[config.mk]
export PLATFORM = sky130hd
export DESIGN_NAME = snake_cmd_decoder
export DESIGN_NICKNAME = d
export VERILOG_FILES = /design/src/rtl/snake_pkg.sv /design/src/rtl/snake_frame_parser.sv /design/src/rtl/snake_cmd_decoder.sv
export SDC_FILE = /design/constraint.sdc
export NUM_CORES = 1
export LEC_CHECK = 0
export ABC_CLOCK_PERIOD_IN_PS = 2200
export BUFFER_PORTS_ARGS = -buffer_cell sky130_fd_sc_hd__buf_2
export CAP_MARGIN = 20
export CORE_ASPECT_RATIO = 1.2
export CORE_MARGIN = 8
export CORE_UTILIZATION = 45
export DETAILED_ROUTE_END_ITERATION = 6
export PLACE_DENSITY = 0.67
export SYNTH_ARGS = -nofsm -noshare
export SYNTH_HDL_FRONTEND = slang
export SYNTH_SLANG_ARGS = --single-unit
[constraint.sdc]
create_clock -name clk -period 2.2 [get_ports clk]
set_input_delay 0.44 -clock clk [delete_from_list [all_inputs] [get_ports clk]]
set_output_delay 0.44 -clock clk [all_outputs]
set_load 0.01 [all_outputs]
[src/rtl/snake_pkg.sv]
// snake_pkg: shared direction/command codes, response bytes and parser states for the snake command decoder
package snake_pkg;
  localparam logic [2:0] SUP    = 3'd1;
  localparam logic [2:0] SLEFT  = 3'd2;
  localparam logic [2:0] SDOWN  = 3'd3;
  localparam logic [2:0] SRIGHT = 3'd4;
  localparam logic [7:0] CMD_UP      = 8'h01;
  localparam logic [7:0] CMD_LEFT    = 8'h02;
  localparam logic [7:0] CMD_DOWN    = 8'h03;
  localparam logic [7:0] CMD_RIGHT   = 8'h04;
  localparam logic [7:0] CMD_MODE0   = 8'h10;
  localparam logic [7:0] CMD_MODE1   = 8'h11;
  localparam logic [7:0] CMD_MODE2   = 8'h12;
  localparam logic [7:0] CMD_MODE3   = 8'h13;
  localparam logic [7:0] CMD_PAUSE   = 8'h20;
  localparam logic [7:0] CMD_RESTART = 8'h30;
  localparam logic [7:0] ACK_BYTE = 8'h06;
  localparam logic [7:0] NAK_BYTE = 8'h15;
  typedef enum logic [1:0] {P_IDLE, P_GET_CMD, P_GET_CHK} pstate_t;
  function automatic logic [2:0] opposite(input logic [2:0] d);
    return d == SUP ? SDOWN : d == SDOWN ? SUP : d == SLEFT ? SRIGHT : d == SRIGHT ? SLEFT : d;
  endfunction
endpackage

[src/rtl/snake_frame_parser.sv]
// snake_frame_parser: header/cmd/check frame FSM with idle timeout; strobes are combinational so the top can register with one-cycle latency
module snake_frame_parser
  import snake_pkg::*;
#(
  parameter int         TIMEOUT_CYC = 5000000,
  parameter logic [7:0] HDR_BYTE    = 8'hA5
) (
  input  logic       clk,
  input  logic       rst,
  input  logic [7:0] rx_data,
  input  logic       rx_valid,
  output logic [7:0] cmd,
  output logic       cmd_valid,
  output logic       err
);
  localparam int TW = $clog2(TIMEOUT_CYC + 1);
  pstate_t state, state_nx;
  logic [TW-1:0] cnt;
  logic timeout;
  assign timeout = state != P_IDLE && !rx_valid && cnt == TW'(TIMEOUT_CYC - 1);
  always_ff @(posedge clk or negedge rst) begin
    if (!rst) begin
      state <= P_IDLE;
      cmd   <= '0;
      cnt   <= '0;
    end else begin
      state <= state_nx;
      cnt   <= (state_nx == P_IDLE || rx_valid) ? '0 : cnt + 1'b1;
      if (state == P_GET_CMD && rx_valid) cmd <= rx_data;
    end
  end
  always_comb begin
    state_nx  = state;
    cmd_valid = 1'b0;
    err       = 1'b0;
    case (state)
      P_IDLE:    state_nx = (rx_valid && rx_data == HDR_BYTE) ? P_GET_CMD : P_IDLE;
      P_GET_CMD: begin
        state_nx = rx_valid ? P_GET_CHK : timeout ? P_IDLE : P_GET_CMD;
        err      = timeout;
      end
      P_GET_CHK: begin
        state_nx  = (rx_valid || timeout) ? P_IDLE : P_GET_CHK;
        cmd_valid = rx_valid && rx_data == ~cmd;
        err       = (rx_valid && rx_data != ~cmd) || timeout;
      end
      default:   state_nx = P_IDLE;
    endcase
  end
endmodule

[src/rtl/snake_cmd_decoder.sv]
// snake_cmd_decoder: turns framed UART commands into registered snake-core controls; SNAKE_CMD_ACK_EN adds an ACK/NAK response port
module snake_cmd_decoder
  import snake_pkg::*;
#(
  parameter int         CLK_HZ        = 50000000,
  parameter int         TIMEOUT_CYC   = CLK_HZ / 10,
  parameter int         RST_PULSE_CYC = 16,
  parameter logic [7:0] HDR_BYTE      = 8'hA5
) (
  input  logic       clk,
  input  logic       rst,
  input  logic [7:0] rx_data,
  input  logic       rx_valid,
  input  logic       move_tick,
  output logic [2:0] direction,
  output logic [1:0] mode,
  output logic       rst1,
  output logic       pause,
  output logic       frame_err
`ifdef SNAKE_CMD_ACK_EN
  ,
  output logic [7:0] tx_data,
  output logic       tx_valid,
  input  logic       tx_ready
`endif
);
  localparam int RW = $clog2(RST_PULSE_CYC + 1);
  logic [7:0] cmd;
  logic cmd_valid, err;
  logic [2:0] pending;
  logic [RW-1:0] rst_cnt;
  logic is_dir, restart, tick_ok, reject, accept, drop;
  snake_frame_parser #(.TIMEOUT_CYC(TIMEOUT_CYC), .HDR_BYTE(HDR_BYTE)) u_parser (
    .clk(clk), .rst(rst), .rx_data(rx_data), .rx_valid(rx_valid),
    .cmd(cmd), .cmd_valid(cmd_valid), .err(err)
  );
  assign is_dir  = cmd_valid && cmd inside {CMD_UP, CMD_LEFT, CMD_DOWN, CMD_RIGHT};
  assign restart = cmd_valid && cmd == CMD_RESTART;
  assign tick_ok = move_tick && rst1 && !pause;
  // reversal test uses the direction before any commit in this cycle
  assign reject  = is_dir && rst1 && cmd[2:0] == opposite(direction);
  assign accept  = is_dir && rst1 && !reject;
  // a pending turn that became a reversal after an intervening commit is dropped
  assign drop    = tick_ok && pending == opposite(direction);
  always_ff @(posedge clk or negedge rst) begin
    if (!rst) begin
      direction <= SRIGHT;
      pending   <= SRIGHT;
      mode      <= 2'd0;
      rst1      <= 1'b1;
      pause     <= 1'b0;
      frame_err <= 1'b0;
      rst_cnt   <= '0;
    end else begin
      frame_err <= err;
      if (cmd_valid && cmd inside {CMD_MODE0, CMD_MODE1, CMD_MODE2, CMD_MODE3}) mode <= cmd[1:0];
      if (restart) begin
        rst1      <= 1'b0;
        rst_cnt   <= RW'(RST_PULSE_CYC - 1);
        direction <= SRIGHT;
        pending   <= SRIGHT;
        pause     <= 1'b0;
      end else begin
        if (!rst1) begin
          if (rst_cnt == '0) rst1 <= 1'b1;
          else rst_cnt <= rst_cnt - 1'b1;
        end
        if (cmd_valid && cmd == CMD_PAUSE) pause <= !pause;
        if (tick_ok && !drop) direction <= pending;
        pending <= accept ? cmd[2:0] : drop ? direction : pending;
      end
    end
  end
`ifdef SNAKE_CMD_ACK_EN
  always_ff @(posedge clk or negedge rst) begin
    if (!rst) begin
      tx_data  <= 8'h00;
      tx_valid <= 1'b0;
    end else if (cmd_valid || err) begin
      tx_data  <= (err || reject) ? NAK_BYTE : ACK_BYTE;
      tx_valid <= 1'b1;
    end else if (tx_ready) begin
      tx_valid <= 1'b0;
    end
  end
`endif
endmodule

==> flow_metrics.tcl <==
set metrics [dict create \
    status "finished clean" \
    area_growth_pct 11.7 \
    dieWidth_um 86.6 \
    synth_edf_count 0 \
    finalMaxSlewViolations 0 \
    hp-class "input port to async pin" \
    grt_pass1_vias 1942 \
    cp_slowest_stage_delay_ps 460 \
    synth_common_cells "dfrtp_1, nor2_1, xor2_1" \
    viasPerCell 5.29 \
    syn_nets 293 \
    hold_slack_ps 143 \
    reg2reg_depth 8 \
    crit_type "flip-flop to flip-flop" \
    synth.top_cells.by_area "dfrtp_1, xor2_1, nor2_1" \
    ant_nets 0 \
    crit_slowest_cell "or4_4" \
    tightestPinTransition_ps 636 \
    vias 1995 \
    r2r_slack_ps 150 \
    worstPathCellList "inv_1 -> ha_1 -> nand2_1 -> or4_4 -> nor4_4 -> nand3_2 -> mux2i_1 -> nor2_1" \
    slew_headroom_pct 57.6 \
    synth_top_family_by_area "simple AND/OR/NAND/NOR gates" \
    synth-compound-area-share_pct 4.09 \
    fin_skew_ps 11.3 \
    clk_latency_ps 300 \
    finalSetupViolCount 0 \
    worst-path-buf-inv 1 \
    required_ps 2400 \
    post_drt_wl_per_cell_um 14.0 \
    seq_area_frac_synth_pct 45.6 \
    drc 0 \
    synth_xor_area_share_pct 12.3 \
    crit_arrival_ps 2240 \
    p_total_mw 1.58 \
    critPathLaunchType "flip-flop" \
    drt-initial-drc-count 65 \
    drt_first_pass_iters 4 \
    gp_congestion 0.823 \
    antenna_found_initial 0 \
    grt_overflow 0 \
    synth-simple-area-share_pct 24.8 \
    ys.flop_type "dfrtp_1" \
    dieArea_mm2 0.00873 \
    cts_buffers 5 \
    final_nets 313 \
    avgSynthCellArea_um2 9.84 \
    ir_drop_uv 314 \
    synth-async-reset-ratio_pct 100 \
    synth-adder-area-share_pct 3.25 \
    synthMuxAreaShare_pct 6.82 \
    dp_slack_ps 119 \
    dieHeight_um 101 \
    cts_buffer_depth 2 \
    yosysMostFrequentCell "dfrtp_1" \
    p_leak_nw 1.31 \
    yosysTopAreaCellShare_pct 42.7 \
    io_buffers 19 \
    start_util_pct 45.7 \
    fmax_ghz 0.489 \
    drive_gt1_share_pct 18.3 \
    setup_slack_ps 155 \
    cp_top_family "simple AND/OR/NAND/NOR gates" \
    path_clk_slew_ps 90 \
    grt.total_usage_pct 12.7 \
    critPathCapture "pending[0]" \
    dp_hpwl_mm 3.88 \
    post-route-period-util_pct 93.0 \
    maxCapViolations 0 \
    hold_viol_final 0 \
    synth_top_cell_by_area "dfrtp_1" \
    cp.depth 8 \
    pin_count 20 \
    clock-sinks 49 \
    layout_min_cycle_time_ps 2050 \
    grt_pass1_wl_mm 8.98 \
    synth-seq-cells 49 \
    grt_start_max_net_pins 29 \
    placementRows 31 \
    synth.distinct_cells 43 \
    wirelength_mm 5.26 \
    htreeDepth 2 \
    worstPathMaxFanout 4 \
    p_per_area_mw_per_mm2 525 \
    reg2reg_to "pending[0]" \
    worst_r2r_startpoint "u_parser.state[0]" \
    ys_warn_count 0 \
    startpoint "u_parser.state[0]" \
    cts_tree "yes" \
    synthCells 274 \
    coreArea_mm2 0.00590 \
    diodes 0 \
    clock-root-buffer "clkbuf_8" \
    cp-end-kind "flip-flop" \
    synth_area_mm2 0.00270 \
    post-route-util_pct 51.1 \
]
==> routing by layer <==
metal / track usage, % / vias to the layer above / share of wire [%]
met1: 14.7 / 973 / 43
met3: 2.85 / 11 / 4.0
li1: - / 977 / -
met4: 4.78 / 0 / 1.8
met2: 22.0 / 34 / 51
met5: 0 / - / 0
==> flip-flops by register name, indices dropped and copies added, names as in the netlist <==
signal	flops
u_parser.cnt	23
u_parser.cmd	8
rst_cnt	5
direction	3
pending	3
mode	2
u_parser.state	2
frame_err	1
pause	1
rst1	1
==> through the flow <==
stage / area, um2 / TNS [ps] / instances
floorplan: 2700 / 0 / 274
global placement: 2890 / 0 / 368
detailed placement: 2890 / 0 / 368
CTS: 2990 / 0 / 376
global route: 3010 / -9.70 / 377
finish: 3010 / 0 / 377
==> layout by cell type (no fill, tap or decap), types with 5 or more instances in the layout <==
cell type	instances
and3_1	5
buf_2	19
clkbuf_8	7
dfrtp_1	46
ha_1	7
inv_1	9
mux2_2	11
mux2i_1	6
nand2_1	22
nand3_1	12
nand4_1	5
nor2_1	44
nor3_1	9
xnor2_1	13
xor2_1	25
==> worst min-delay path by stage <==
stage | start | to | slack, ps
final | rst | u_parser.cmd[0] | 140
after global routing | rst | u_parser.cmd[0] | 190
after CTS | rst | u_parser.cmd[3] | 160
after detailed placement | u_parser.cnt[0] | u_parser.cnt[0] | 460
after global placement | u_parser.cnt[0] | u_parser.cnt[0] | 450
after floorplan | rst | direction[0] | 140
==> timing repair <==
item	CTS	global route
hold buffers	0	0
buffers inserted	0	1
gates resized for setup	0	3
setup endpoints to repair	0	9
==> layout make-up <==
class	count	area, um2
Clock buffer	7	96.3
Clock inverter	1	5.00
Fill cell	562	2890
Inverter	9	33.8
Multi-Input combinational cell	205	1400
Sequential cell	49	1230
Tap cell	82	103
Timing Repair Buffer	24	145
==> cells by family (layout without fill, tap and decap cells) <==
kind of cell | count (synthesis) | after routing
muxes | 17 | 17
adders and majority gates | 7 | 7
and+or+nand+nor | 126 | 126
buffers and inverters | 20 | 41
AOI/OAI and AO/OA | 17 | 17
DFF | 49 | 49
xor gates and xnor gates | 38 | 38
==> power by group <==
part           leakage, nW  internal [mW]  total [mW]  switching, mW
sequential           0.647          0.908       0.922         0.0136
clock               0.0542          0.285       0.577          0.292
combinational        0.613         0.0322      0.0831         0.0509
No activity file was read; power rests on OpenSTA's default activity.
